**config.mk**
```make
export PLATFORM = sky130hd
export DESIGN_NAME = sync_fifo_flags_flat
export DESIGN_NICKNAME = d
export VERILOG_FILES = /design/src/rtl/sync_fifo_flags_if.sv /design/src/rtl/sync_fifo_flags.sv /design/src/flat_wrapper.sv
export SDC_FILE = /design/constraint.sdc
export NUM_CORES = 1
export LEC_CHECK = 0
export CORE_MARGIN = 4
export CORE_UTILIZATION = 61
export CTS_CLUSTER_SIZE = 25
export DETAILED_ROUTE_END_ITERATION = 8
export PLACE_DENSITY = 0.75
export RECOVER_POWER = 50
export SLEW_MARGIN = 20
export SYNTH_ARGS = -nofsm -noshare
export SYNTH_HDL_FRONTEND = slang
export SYNTH_SLANG_ARGS = --single-unit
```
**constraint.sdc**
```tcl
create_clock -name clk -period 4.25 [get_ports clk]
set_clock_uncertainty 0.2 [all_clocks]
set_input_delay 0.425 -clock clk [delete_from_list [all_inputs] [get_ports clk]]
set_output_delay 0.425 -clock clk [all_outputs]
set_load 0.01 [all_outputs]
```
**src/rtl/sync_fifo_flags_if.sv**
```systemverilog
// sync_fifo_flags_if: write/read/status bundle for the single-clock flagged FIFO
//   master: drives wr_en, wr_data, rd_en, clr_err; observes all status/read outputs
//   slave : the FIFO side, mirror of master
interface sync_fifo_flags_if #(
    parameter int DATA_LEN = 8,
    parameter int ADDR_LEN = 5
);
    logic                wr_en;
    logic [DATA_LEN-1:0] wr_data;
    logic                rd_en;
    logic                clr_err;
    logic [DATA_LEN-1:0] rd_data;
    logic                rd_valid;
    logic                wr_full;
    logic                rd_empty;
    logic                almost_full;
    logic                almost_empty;
    logic [ADDR_LEN:0]   count;
    logic                overflow;
    logic                underflow;

    modport master (
        output wr_en, wr_data, rd_en, clr_err,
        input  rd_data, rd_valid, wr_full, rd_empty, almost_full, almost_empty,
               count, overflow, underflow
    );

    modport slave (
        input  wr_en, wr_data, rd_en, clr_err,
        output rd_data, rd_valid, wr_full, rd_empty, almost_full, almost_empty,
               count, overflow, underflow
    );
endinterface

```
**src/rtl/sync_fifo_flags.sv**
```systemverilog
// sync_fifo_flags: single-clock FIFO with occupancy count, almost flags, sticky errors, optional FWFT
//   clk : rising-edge clock
//   rst : asynchronous active-high reset
//   bus : sync_fifo_flags_if.slave (wr_en/wr_data/rd_en/clr_err in; rd_data/rd_valid,
//         wr_full/rd_empty, almost_full/almost_empty, count, overflow/underflow out)
module sync_fifo_flags #(
    parameter int DATA_LEN   = 8,
    parameter int ADDR_LEN   = 5,
    parameter bit FWFT       = 1'b0,
    parameter int AFULL_THR  = 2**ADDR_LEN - 2,
    parameter int AEMPTY_THR = 2
) (
    input logic              clk,
    input logic              rst,
    sync_fifo_flags_if.slave bus
);
    localparam int DEPTH = 2**ADDR_LEN;
    localparam logic [ADDR_LEN:0] ONE = (ADDR_LEN+1)'(1);
    localparam logic [ADDR_LEN:0] AF  = (ADDR_LEN+1)'(AFULL_THR);
    localparam logic [ADDR_LEN:0] AE  = (ADDR_LEN+1)'(AEMPTY_THR);

    generate
        if (AFULL_THR <= 0 || AFULL_THR > DEPTH) begin : g_bad_afull
            $error("sync_fifo_flags: AFULL_THR must satisfy 0 < AFULL_THR <= DEPTH");
        end
        if (AEMPTY_THR < 0 || AEMPTY_THR >= DEPTH) begin : g_bad_aempty
            $error("sync_fifo_flags: AEMPTY_THR must satisfy 0 <= AEMPTY_THR < DEPTH");
        end
    endgenerate

    logic [DATA_LEN-1:0] mem [DEPTH];
    logic [ADDR_LEN:0]   wr_ptr, rd_ptr, cnt, cnt_nxt;
    logic                full, empty, afull, aempty, ovf, udf;
    logic                wr_ok, rd_ok;
    logic [ADDR_LEN-1:0] waddr, raddr;

    // acceptance uses the registered flags, so full-and-read still rejects the write
    assign wr_ok   = bus.wr_en && !full;
    assign rd_ok   = bus.rd_en && !empty;
    assign waddr   = wr_ptr[ADDR_LEN-1:0];
    assign raddr   = rd_ptr[ADDR_LEN-1:0];
    assign cnt_nxt = cnt + (wr_ok ? ONE : '0) - (rd_ok ? ONE : '0);

    always_ff @(posedge clk or posedge rst) begin
        if (rst) begin
            wr_ptr <= '0;
            rd_ptr <= '0;
            cnt    <= '0;
            full   <= 1'b0;
            empty  <= 1'b1;
            afull  <= 1'b0;
            aempty <= 1'b1;
            ovf    <= 1'b0;
            udf    <= 1'b0;
        end else begin
            if (wr_ok) wr_ptr <= wr_ptr + ONE;
            if (rd_ok) rd_ptr <= rd_ptr + ONE;
            cnt    <= cnt_nxt;
            // flags follow the next count so they line up with count every cycle
            full   <= cnt_nxt[ADDR_LEN];
            empty  <= cnt_nxt == '0;
            afull  <= cnt_nxt >= AF;
            aempty <= cnt_nxt <= AE;
            // set has priority over clear
            ovf    <= (bus.wr_en && full) || (ovf && !bus.clr_err);
            udf    <= (bus.rd_en && empty) || (udf && !bus.clr_err);
        end
    end

    always_ff @(posedge clk) begin
        if (wr_ok) mem[waddr] <= bus.wr_data;
    end

    generate
        if (FWFT) begin : g_fwft
            // head entry is shown combinationally; masked while empty so stale data never leaks
            assign bus.rd_data  = empty ? '0 : mem[raddr];
            assign bus.rd_valid = !empty;
        end else begin : g_std
            logic [DATA_LEN-1:0] rd_q;
            logic                rd_v;
            always_ff @(posedge clk or posedge rst) begin
                if (rst) begin
                    rd_q <= '0;
                    rd_v <= 1'b0;
                end else begin
                    rd_v <= rd_ok;
                    if (rd_ok) rd_q <= mem[raddr];
                end
            end
            assign bus.rd_data  = rd_q;
            assign bus.rd_valid = rd_v;
        end
    endgenerate

    assign bus.count        = cnt;
    assign bus.wr_full      = full;
    assign bus.rd_empty     = empty;
    assign bus.almost_full  = afull;
    assign bus.almost_empty = aempty;
    assign bus.overflow     = ovf;
    assign bus.underflow    = udf;
endmodule
```
**src/flat_wrapper.sv**
```systemverilog
// flat-port wrapper written by rule: the top's interface ports become plain ports
module sync_fifo_flags_flat 
#(
    parameter int DATA_LEN   = 8,
    parameter int ADDR_LEN   = 5,
    parameter bit FWFT       = 1'b0,
    parameter int AFULL_THR  = 2**ADDR_LEN - 2,
    parameter int AEMPTY_THR = 2
)
  (clk, rst, bus_wr_en, bus_wr_data, bus_rd_en, bus_clr_err, bus_rd_data, bus_rd_valid, bus_wr_full, bus_rd_empty, bus_almost_full, bus_almost_empty, bus_count, bus_overflow, bus_underflow);
  sync_fifo_flags_if #(.DATA_LEN(DATA_LEN), .ADDR_LEN(ADDR_LEN)) bus_i ();
  input logic clk;
  input logic rst;
  input wire logic [$bits(bus_i.wr_en)-1:0] bus_wr_en;
  input wire logic [$bits(bus_i.wr_data)-1:0] bus_wr_data;
  input wire logic [$bits(bus_i.rd_en)-1:0] bus_rd_en;
  input wire logic [$bits(bus_i.clr_err)-1:0] bus_clr_err;
  output wire logic [$bits(bus_i.rd_data)-1:0] bus_rd_data;
  output wire logic [$bits(bus_i.rd_valid)-1:0] bus_rd_valid;
  output wire logic [$bits(bus_i.wr_full)-1:0] bus_wr_full;
  output wire logic [$bits(bus_i.rd_empty)-1:0] bus_rd_empty;
  output wire logic [$bits(bus_i.almost_full)-1:0] bus_almost_full;
  output wire logic [$bits(bus_i.almost_empty)-1:0] bus_almost_empty;
  output wire logic [$bits(bus_i.count)-1:0] bus_count;
  output wire logic [$bits(bus_i.overflow)-1:0] bus_overflow;
  output wire logic [$bits(bus_i.underflow)-1:0] bus_underflow;
  assign bus_i.wr_en = bus_wr_en;
  assign bus_i.wr_data = bus_wr_data;
  assign bus_i.rd_en = bus_rd_en;
  assign bus_i.clr_err = bus_clr_err;
  assign bus_rd_data = bus_i.rd_data;
  assign bus_rd_valid = bus_i.rd_valid;
  assign bus_wr_full = bus_i.wr_full;
  assign bus_rd_empty = bus_i.rd_empty;
  assign bus_almost_full = bus_i.almost_full;
  assign bus_almost_empty = bus_i.almost_empty;
  assign bus_count = bus_i.count;
  assign bus_overflow = bus_i.overflow;
  assign bus_underflow = bus_i.underflow;
  sync_fifo_flags #(.DATA_LEN(DATA_LEN), .ADDR_LEN(ADDR_LEN), .FWFT(FWFT), .AFULL_THR(AFULL_THR), .AEMPTY_THR(AEMPTY_THR)) u_core (.clk(clk), .rst(rst), .bus(bus_i));
endmodule
```
==> impl_results.md, run 1 <==
* Status: finished with violations
* Violated checks: max-capacitance violations, max-slew violations
* CTS tree: built
* Top post-synthesis cells by area: edfxtp_1, mux4_2, dfrtp_1
* Kind of critical path: reg2reg
* Dpl cells at 845
* Mapped Cells at a little over 600
* Cell Chain, Critical Path: nor2b_1 > ha_1 > inv_1 > ha_1 > fa_1 > a21o_1 > a21oi_1 > xnor2_1 > or2_1 > a2111oi_0
* Syn Nets at 630
* DRC Markers at 0
* Setup TNS Final at 0 ps
* Worst Setup Start Kind: register
* Remaining antenna violation count at 0
* Synth Warn # at 0
* Hold path cells at 2
* Fin cells at 895
* Top-area cell type share of the netlist area at 0.684
* WL per Instance at ~25 µm
* Slew headroom at -0.193
* Most used cell, CP: ha_1
* Total Die Area at 20,700 µm²
* Synth async-reset ratio at 0.105
* Total CTS buffers at 27
* Hold-fix buffers, CTS at 0
* Clock transition at path regs at ~60 ps
* Worst-path fanout max at 3
* Yosys top cell by area: edfxtp_1
* R2r worst-path depth at 10
* Worst slew pin tran at 1790 ps
* RSZ-0062 raised after global routing: no
* Gp weighted congestion at 0.925
* Clock Tree Buf Depth at 3
* Highest-delay cell along the critical path: dfstp_1
* Total Wirelength at between 20 and 25 mm
* Vias in the first global route at just under 6,000
* Synth Register Bits at ~290
* GRT Overall Usage at 0.228
* Antenna cells at 0
* Netlist cell types at 40
* I/O Buffers at 33
* Worst Setup SP: u_core.bus.rd_empty
* Detailed-route via count at 5,737
* Pre-antenna DRT Iters at 5
* Post-CTS setup repair buffer count at 0
* R2R Path Start: u_core.bus.rd_empty
* Nets at 670
* Leak pwr at 4.20 nW
* Row count at 49
* Maximum vdd drop at 496 µV
* Data arrival time of the worst path at around 3200 ps
* Cts repair resizes at 0
* Hold WC Path Type: in2reg
* Required @ worst endpoint at 4440 ps
* Crit-path max cell delay at 550 ps
* Vias per std cell at 6.41
* Worst setup EP type: register
* Endpoint, Worst Hold: u_core.bus.overflow
* R2r setup slk at 1210 ps
* Largest net degree at the start of global routing at 45
* Reg2reg end: u_core.bus.almost_empty
* Synth Flop Type: edfxtp_1
* # fillers at roughly 1,100
* Area Growth Syn to Fin at 11.5%
* Mapped cell area at 11,200 µm²
* Final period utilization at 0.714
* Hold_sp: bus_clr_err
* Fin. Hold Viols at 0
* Core Footprint at 18,000 µm²
* Skew-Pair Late Insertion Delay at 540 ps
* Post-synth EDFFs at 256
* Clk root buf: clkbuf_16
* CTS H-tree lvls at 1
* First-pass GRT wire length at approximately 35 mm
* HPWL Detailed at 14.3 mm
* Avg Inst Size Synth at 18.6 µm²
* GRT Residual Overflow at 0
* Clk sinks at 286
* Post-synthesis sequential area ratio at 0.751
* Tmin final at 3040 ps
* DRT iter0 DRCs at approximately 670
* Starting Density at 0.624
* I/O pins at 34
* Slew Limit Fails at 196
* Die height at between 100 and 150 µm
* Power density cells at 650 nW/µm²
* Max Cap Viol at 6
* Total power at a little over 0.008 W
* Share of cells above drive strength 1 at 0.132
* Most common cell in the netlist: edfxtp_1
* Top cells by count, synth: edfxtp_1, mux2i_1, nor2_1
* Die width at around 140 µm
* Endpoints failing setup at 0
* Antenna violations before repair at 0
* Fmax at 329 MHz
-- sequential cells by signal (all words and copies together), names as in the netlist --
name,flops
u_core.bus.rd_valid,1
u_core.bus.rd_data,8
u_core.bus.almost_full,1
u_core.bus.overflow,1
u_core.wr_ptr,5
u_core.bus.almost_empty,1
u_core.bus.rd_empty,1
u_core.bus.underflow,1
u_core.bus.count,6
u_core.mem,256
u_core.rd_ptr,5
-- how the worst max path moves through the flow --
| stage | to | slack (ps) | depth (start not counted) |
|---|---|---|---|
| after floorplan | u_core.bus.almost_empty | 1100 | 12 |
| after global placement | u_core.bus.almost_empty | 1030 | 11 |
| after global routing | u_core.bus.almost_empty | 910 | 10 |
| after CTS | u_core.bus.almost_empty | 1210 | 10 |
| final | u_core.bus.almost_empty | 1210 | 10 |
| after detailed placement | u_core.bus.almost_empty | 830 | 11 |
-- worst max-delay path, delay by kind of cell, from the launching register on --
kind	cells	cell delay (ps)
flops	1	550
simple gates	2	320
xor+xnor	1	120
buf+inv	1	40
compound gates	3	740
fa+ha+maj	3	920
-- kinds of logic (layout without fill, tap and decap cells) --
family | count (synthesis) | in the layout | share of synthesized area
compound gates | 55 | 55 | 0.0355
xor+xnor | 12 | 12 | 0.00935
fa+ha+maj | 12 | 12 | 0.0140
buf+inv | 43 | 104 | 0.0189
flops | 286 | 286 | 0.751
mux | 97 | 97 | 0.131
simple gates | 100 | 100 | 0.0407
-- layer usage --
metal / wire length (µm) / vias to the layer above / global-route usage / part of all wire
li1: - / 2488 / - / -
met1: 9050 / 2945 / 0.323 / 0.40
met2: 11000 / 242 / 0.365 / 0.49
met3: 1770 / 62 / 0.0453 / 0.078
met4: 799 / 0 / 0.0738 / 0.035
met5: 0 / - / 0 / 0
-- power by group --
| group | switching (W) | leakage, nW | internal, W |
|---|---|---|---|
| Combinational | 0.00125 | 1.14 | 0.00109 |
| Clock | 0.000971 | 0.408 | 0.00122 |
| Sequential | 0.000329 | 2.65 | 0.00330 |
| Total | 0.00255 | 4.20 | 0.00561 |
-- layout by cell type, fill, tap and decap left out, types with 9 or more instances in the layout --
cell type and n:
edfxtp_1 256, mux2i_1 56, nor2_1 51, mux4_2 40, clkbuf_16 27, dfrtp_1 26, o22ai_1 24, clkdlybuf4s50_1 24
clkbuf_1 15, nand2_1 13, inv_1 12, ha_1 11, xnor2_1 10, nor3_1 9
-- cell type report --
class / count / area (µm²) / share of cell area
clock inverters: 15 / 76.3 / 0.00608
inverters: 12 / 45.0 / 0.00359
flip-flops and latches: 286 / 8450 / 0.673
multi-input cells: 276 / 2590 / 0.207
repair buffers: 42 / 363 / 0.0289
well taps: 229 / 287 / 0.0228
clock buffers: 35 / 736 / 0.0586
-- metrics by stage --
step	setup slack, ps	hold WS (ps)	area, µm²	util
after global placement	1030	287	11800	0.654
after global routing	907	292	12500	0.696
final	1210	263	12500	0.696
after CTS	1210	83.3	12600	0.698
after floorplan	1100	259	11200	-
after detailed placement	828	293	11800	0.653
No activity file was read; power rests on OpenSTA's default activity.
==> inputs of run 2 (changes only) <==
==> constraint.sdc (replaced) <==
create_clock -name clk -period 3.15 [get_ports clk]
set_clock_uncertainty 0.2 [all_clocks]
set_input_delay 0.315 -clock clk [delete_from_list [all_inputs] [get_ports clk]]
set_output_delay 0.315 -clock clk [all_outputs]
set_load 0.01 [all_outputs]
==> impl_results.md, run 2 (synthesis results as in run 1) <==
* Clk root buf: clkbuf_16 (unchanged)
* Slew Limit Fails at 264 (was 196)
* Area Growth Syn to Fin at 15.6% (was 11.5%)
* Data arrival time of the worst path at 3090 ps (was 3230 ps)
* Pre-antenna DRT Iters at 6 (was 5)
* Status: finished with violations (unchanged)
* # fillers at 1,101 (was 1,128)
* Hold WC Path Type: in2async (was in2reg)
* Die height at 144 µm (unchanged)
* Remaining antenna violation count at 0 (unchanged)
* Detailed-route via count at 5,888 (was 5,737)
* Starting Density at 0.624 (unchanged)
* Nets at 713 (was 670)
* I/O pins at 34 (unchanged)
* Total Die Area at 20,700 µm² (unchanged)
* Antenna violations before repair at 0 (unchanged)
* Vias per std cell at 6.28 (was 6.41)
* Fmax at 349 MHz (was 329 MHz)
* Worst-path fanout max at 3 (unchanged)
* Clock Tree Buf Depth at 3 (unchanged)
* Most frequent cells in the layout: edfxtp_1, mux2i_1, nor2_1 (unchanged)
* DRT iter0 DRCs at 540 (was 669)
* Leak pwr at 4.46 nW (was 4.20 nW)
* Power density cells at 888 nW/µm² (was 650 nW/µm²)
* I/O Buffers at 33 (unchanged)
* Setup TNS Final at 0 ps (unchanged)
* Clk sinks at 286 (unchanged)
* CTS tree: built (unchanged)
* Fin. Hold Viols at 0 (unchanged)
* Kind of critical path: reg2reg (unchanged)
* Clock transition at path regs at 60 ps (about the same)
* Total Wirelength at 23.5 mm (was 22.7 mm)
* Max reg flops at 256 (unchanged)
* Storage cell area at 8450 µm² (unchanged)
* WL per Instance at 25.0 µm (was 25.3 µm)
* Dpl cells at 887 (was 845)
* GRT Overall Usage at 0.237 (was 0.228)
* Gp weighted congestion at 0.881 (was 0.925)
* Multi-input gate area at 2600 µm² (was 2590 µm²)
* Row count at 49 (unchanged)
* RSZ-0062 raised after global routing: no (unchanged)
* Core Footprint at 18,000 µm² (unchanged)
* CTS H-tree lvls at 1 (unchanged)
* Hold-fix buffers, CTS at 0 (unchanged)
* Worst slew pin tran at 1650 ps (was 1790 ps)
* Violated checks: max-capacitance violations, max-slew violations (unchanged)
* Share of cells above drive strength 1 at 0.178 (was 0.132)
* Antenna cells at 0 (unchanged)
* Vias in the first global route at 6,125 (was 5,829)
* Maximum vdd drop at 569 µV (was 496 µV)
* HPWL Detailed at 14.3 mm (about the same)
* Final period utilization at 0.910 (was 0.714)
* Worst Setup Start Kind: register (unchanged)
* Required @ worst endpoint at 3370 ps (was 4440 ps)
* Skew-Pair Late Insertion Delay at 540 ps (about the same)
* Worst setup EP type: register (unchanged)
* DRC Markers at 0 (unchanged)
* Fin cells at 938 (was 895)
* Endpoints failing setup at 0 (unchanged)
* Max Cap Viol at 8 (was 6)
* Biggest register: u_core.mem (unchanged)
* Most common cell after layout, fill and taps aside: edfxtp_1 (unchanged)
* Largest net degree at the start of global routing at 46 (was 45)
* Slew headroom at -0.100 (was -0.193)
* First-pass GRT wire length at 36.1 mm (was 34.9 mm)
* Die width at 144 µm (unchanged)
* GRT Residual Overflow at 0 (unchanged)
* Tmin final at 2870 ps (was 3040 ps)
* Total CTS buffers at 28 (was 27)
-- run 2: per-layer routing --
metal	share of wire	GRT usage	wire length (µm)	vias up
met1	0.39	0.315	9160	3009
met2	0.51	0.404	11900	246
met4	0.032	0.0733	753	0
met3	0.070	0.0466	1640	61
li1	-	-	-	2572
met5	0	0	0	-
-- run 2: path summary, 6_finish.rpt --
kind	endpoint	slack, ps	depth (start not counted)	from
setup reg to reg	u_core.bus.almost_empty	280	10	u_core.bus.rd_empty
hold / removal	u_core.bus.rd_data[1]	120	2	rst
min in group clk	u_core.bus.overflow	180	2	bus_clr_err
hold reg to reg	u_core.rd_ptr[4]	310	1	u_core.rd_ptr[4]
max in group asynchronous	u_core.wr_ptr[3]	1980	3	rst
setup / recovery	u_core.bus.almost_empty	280	10	u_core.bus.rd_empty
-- run 2: timing repair --
action                                  4_1_cts  5_1_grt
hold endpoints to repair                      0        0
buffers inserted                              0        0
endpoints found under the setup margin        0        1
gates resized for setup                       0        2
-- run 2: critical path, cell delays in order, from the launching register on --
cell       delay, ps
dfstp_2          540
nor2b_1           60
ha_1             270
inv_1             40
ha_1             230
fa_1             440
a21o_1           190
a21oi_1          180
xnor2_1          130
or2_1            270
a2111oi_2        220
-- run 2: power by group --
part / internal [W] / switching (W) / total, W
sequential: 0.00446 / 0.000324 / 0.00478
clock: 0.00200 / 0.00135 / 0.00335
combinational: 0.00157 / 0.00185 / 0.00342
-- run 2: through the flow --
step	power [W]	utilization	hold WS, ps	instance area, µm²	setup WS (ps)
after global routing	0.0120	0.721	170	13000	69.1
final	0.0115	0.721	125	13000	285
after CTS	0.0116	0.723	150	13000	118
after floorplan	0.00709	-	204	11200	2.63
after global placement	0.00813	0.672	294	12100	29.5
after detailed placement	0.00823	0.672	304	12100	-161
-- run 2: area by class of cell --
class	count	area share
sequential	286	0.650
multi-input combinational	276	0.200
clock buffer	39	0.0610
timing repair buffer	84	0.0536
tap	229	0.0220
clock inverter	12	0.0104
inverter	12	0.00346
==> inputs of run 3 (changes only) <==
--- a/config.mk
+++ b/config.mk
@@ -5,11 +5,12 @@
 export SDC_FILE = /design/constraint.sdc
 export NUM_CORES = 1
 export LEC_CHECK = 0
+export CAP_MARGIN = 20
 export CORE_MARGIN = 4
-export CORE_UTILIZATION = 61
+export CORE_UTILIZATION = 31
 export CTS_CLUSTER_SIZE = 25
 export DETAILED_ROUTE_END_ITERATION = 8
-export PLACE_DENSITY = 0.75
+export PLACE_DENSITY = 0.42
 export RECOVER_POWER = 50
 export SLEW_MARGIN = 20
 export SYNTH_ARGS = -nofsm -noshare
==> impl_results.md, run 3 (synthesis results as in run 1) <==
* Status: finished with violations (unchanged)
* Violated checks: max-capacitance violations, max-slew violations (unchanged)
* CP endpoint: u_core.bus.almost_empty (unchanged)
* Nets at 720 (was 713)
* Dpl cells at 1,121 (was 887)
* Worst-path fanout max at 3 (unchanged)
* Max reg flops at 256 (unchanged)
* Gp weighted congestion at 0.763 (was 0.881)
* DRC Markers at 0 (unchanged)
* Starting Density at 0.315 (was 0.624)
* Antenna violations before repair at 0 (unchanged)
* Leak pwr at 4.54 nW (was 4.46 nW)
* WL per Instance at 22.8 µm (was 25.0 µm)
* HPWL Detailed at 16.9 mm (was 14.3 mm)
* Die width at 198 µm (was 144 µm)
* Remaining antenna violation count at 0 (unchanged)
* Biggest register: u_core.mem (unchanged)
* Hold path cells at 3
* Worst Setup Start Kind: register (unchanged)
* R2r worst-path depth at 10 (unchanged)
* Skew-Pair Late Insertion Delay at 560 ps (was 540 ps)
* Fmax at 344 MHz (was 349 MHz)
* Share of cells above drive strength 1 at 0.183 (was 0.178)
* Maximum vdd drop at 384 µV (was 569 µV)
* RSZ-0062 raised after global routing: no (unchanged)
* Hold slack at 152 ps (was 125 ps)
* Worst setup EP type: register (unchanged)
* Setup ws final at 242 ps (was 285 ps)
* I/O Buffers at 33 (unchanged)
* Most frequent cells in the layout: edfxtp_1, mux2i_1, nor2_1 (unchanged)
* First-pass GRT wire length at 39.7 mm (was 36.1 mm)
* GRT Overall Usage at 0.136 (was 0.237)
* Clock Tree Buf Depth at 3 (unchanged)
* DRT iter0 DRCs at 451 (was 540)
* I/O pins at 34 (unchanged)
* Cts repair resizes at 0 (unchanged)
* Kind of critical path: reg2reg (unchanged)
* R2r setup slk at 240 ps (was 280 ps)
* Area Growth Syn to Fin at 19.4% (was 15.6%)
* Post-Place Worst Slack at -37.3 ps (was -161 ps)
* Slew Limit Fails at 264 (unchanged)
* Final period utilization at 0.923 (was 0.910)
* Reg2reg end: u_core.bus.almost_empty (unchanged)
* Pre-antenna DRT Iters at 4 (was 6)
* Clk root buf: clkbuf_16 (unchanged)
* Clk sinks at 286 (unchanged)
* R2R Path Start: u_core.bus.rd_empty (unchanged)
* Power density cells at 891 nW/µm² (was 888 nW/µm²)
* GRT Residual Overflow at 0 (unchanged)
* Required @ worst endpoint at 3380 ps (was 3370 ps)
* Most common cell after layout, fill and taps aside: edfxtp_1 (unchanged)
* Fin. Hold Viols at 0 (unchanged)
* Fin cells at 1,181 (was 938)
* Total Wirelength at 26.9 mm (was 23.5 mm)
* Antenna cells at 0 (unchanged)
* # fillers at 3,271 (was 1,101)
* Worst Setup SP: u_core.bus.rd_empty (unchanged)
* Total Die Area at 39,400 µm² (was 20,700 µm²)
* Row count at 69 (was 49)
* CTS tree: built (unchanged)
* Vias per std cell at 4.86 (was 6.28)
* Core Footprint at 35,700 µm² (was 18,000 µm²)
* Detailed-route via count at 5,745 (was 5,888)
* Endpoints failing setup at 0 (unchanged)
* Clock transition at path regs at 60 ps (about the same)
* Slew headroom at -0.189 (was -0.100)
* Worst slew pin tran at 1780 ps (was 1650 ps)
* Tmin final at 2910 ps (was 2870 ps)
* Data arrival time of the worst path at 3140 ps (was 3090 ps)
* Total CTS buffers at 31 (was 28)
* Die height at 198 µm (was 144 µm)
* Hold WC Path Type: in2reg (was in2async)
* Largest net degree at the start of global routing at 46 (unchanged)
* CTS H-tree lvls at 1 (unchanged)
* Max Cap Viol at 8 (unchanged)
* Vias in the first global route at 5,935 (was 6,125)
[run 3: changes by cell type in the layout (fill, tap and decap cells not counted), moves of 2 or more]
cell	before	now
clkbuf_8	3	1
clkbuf_1	18	20
bufinv_16	3	5
clkinv_2	2	5
clkbuf_16	29	31
[run 3: worst min path at each step]
| stage | startpoint | to | slack (ps) |
|---|---|---|---|
| 6_report | bus_rd_en | u_core.bus.underflow | 150 |
| 3_3_place_gp | u_core.bus.underflow | u_core.bus.underflow | 310 |
| 3_5_place_dp | u_core.bus.underflow | u_core.bus.underflow | 330 |
| 2_1_floorplan | rst | u_core.bus.almost_full | 200 |
| 5_1_grt | bus_clr_err | u_core.bus.underflow | 160 |
| 4_1_cts | rst | u_core.bus.underflow | 100 |
[run 3: report_power, final]
part	total, W	internal (W)	leakage (nW)	switching (W)
Clock	0.00368	0.00223	0.506	0.00145
Sequential	0.00479	0.00446	2.65	0.000330
Combinational	0.00350	0.00157	1.38	0.00193
[run 3: per-layer routing]
layer,vias up,routed length (µm),share of wire,GRT usage
met3,38,1060,0.039,0.0229
met4,0,444,0.017,0.0284
li1,2591,-,-,-
met2,114,13300,0.49,0.232
met5,-,0,0,0
met1,3002,12100,0.45,0.185
[run 3: stage by stage]
stage          power, W   util  cell area, µm²  setup TNS, ps
4_1_cts          0.0122  0.378           13500              0
3_5_place_dp    0.00844  0.348           12400          -37.3
3_3_place_gp    0.00839  0.348           12400              0
5_1_grt          0.0126  0.377           13400              0
2_1_floorplan   0.00709      -           11200              0
6_report         0.0120  0.377           13400              0
[run 3: critical path: stages, from the launching register on]
cell,delay (ps)
dfstp_2,540
nor2b_1,60
ha_1,270
inv_1,40
ha_1,220
fa_1,450
a21o_1,180
a21oi_1,160
xnor2_1,110
or2_1,250
a2111oi_0,290
[run 3: layout make-up]
| class | instances | area [µm²] | area share |
|---|---|---|---|
| Clock inverter | 19 | 223 | 0.0166 |
| Clock buffer | 39 | 816 | 0.0607 |
| Multi-Input combinational cell | 276 | 2590 | 0.193 |
| Inverter | 12 | 45.0 | 0.00335 |
| Tap cell | 461 | 577 | 0.0429 |
| Sequential cell | 286 | 8450 | 0.629 |
| Timing Repair Buffer | 88 | 734 | 0.0547 |
[run 3: what timing repair did]
action	4_1_cts	5_1_grt
setup buffers	0	0
hold endpoints to repair	0	4
hold buffers	0	1
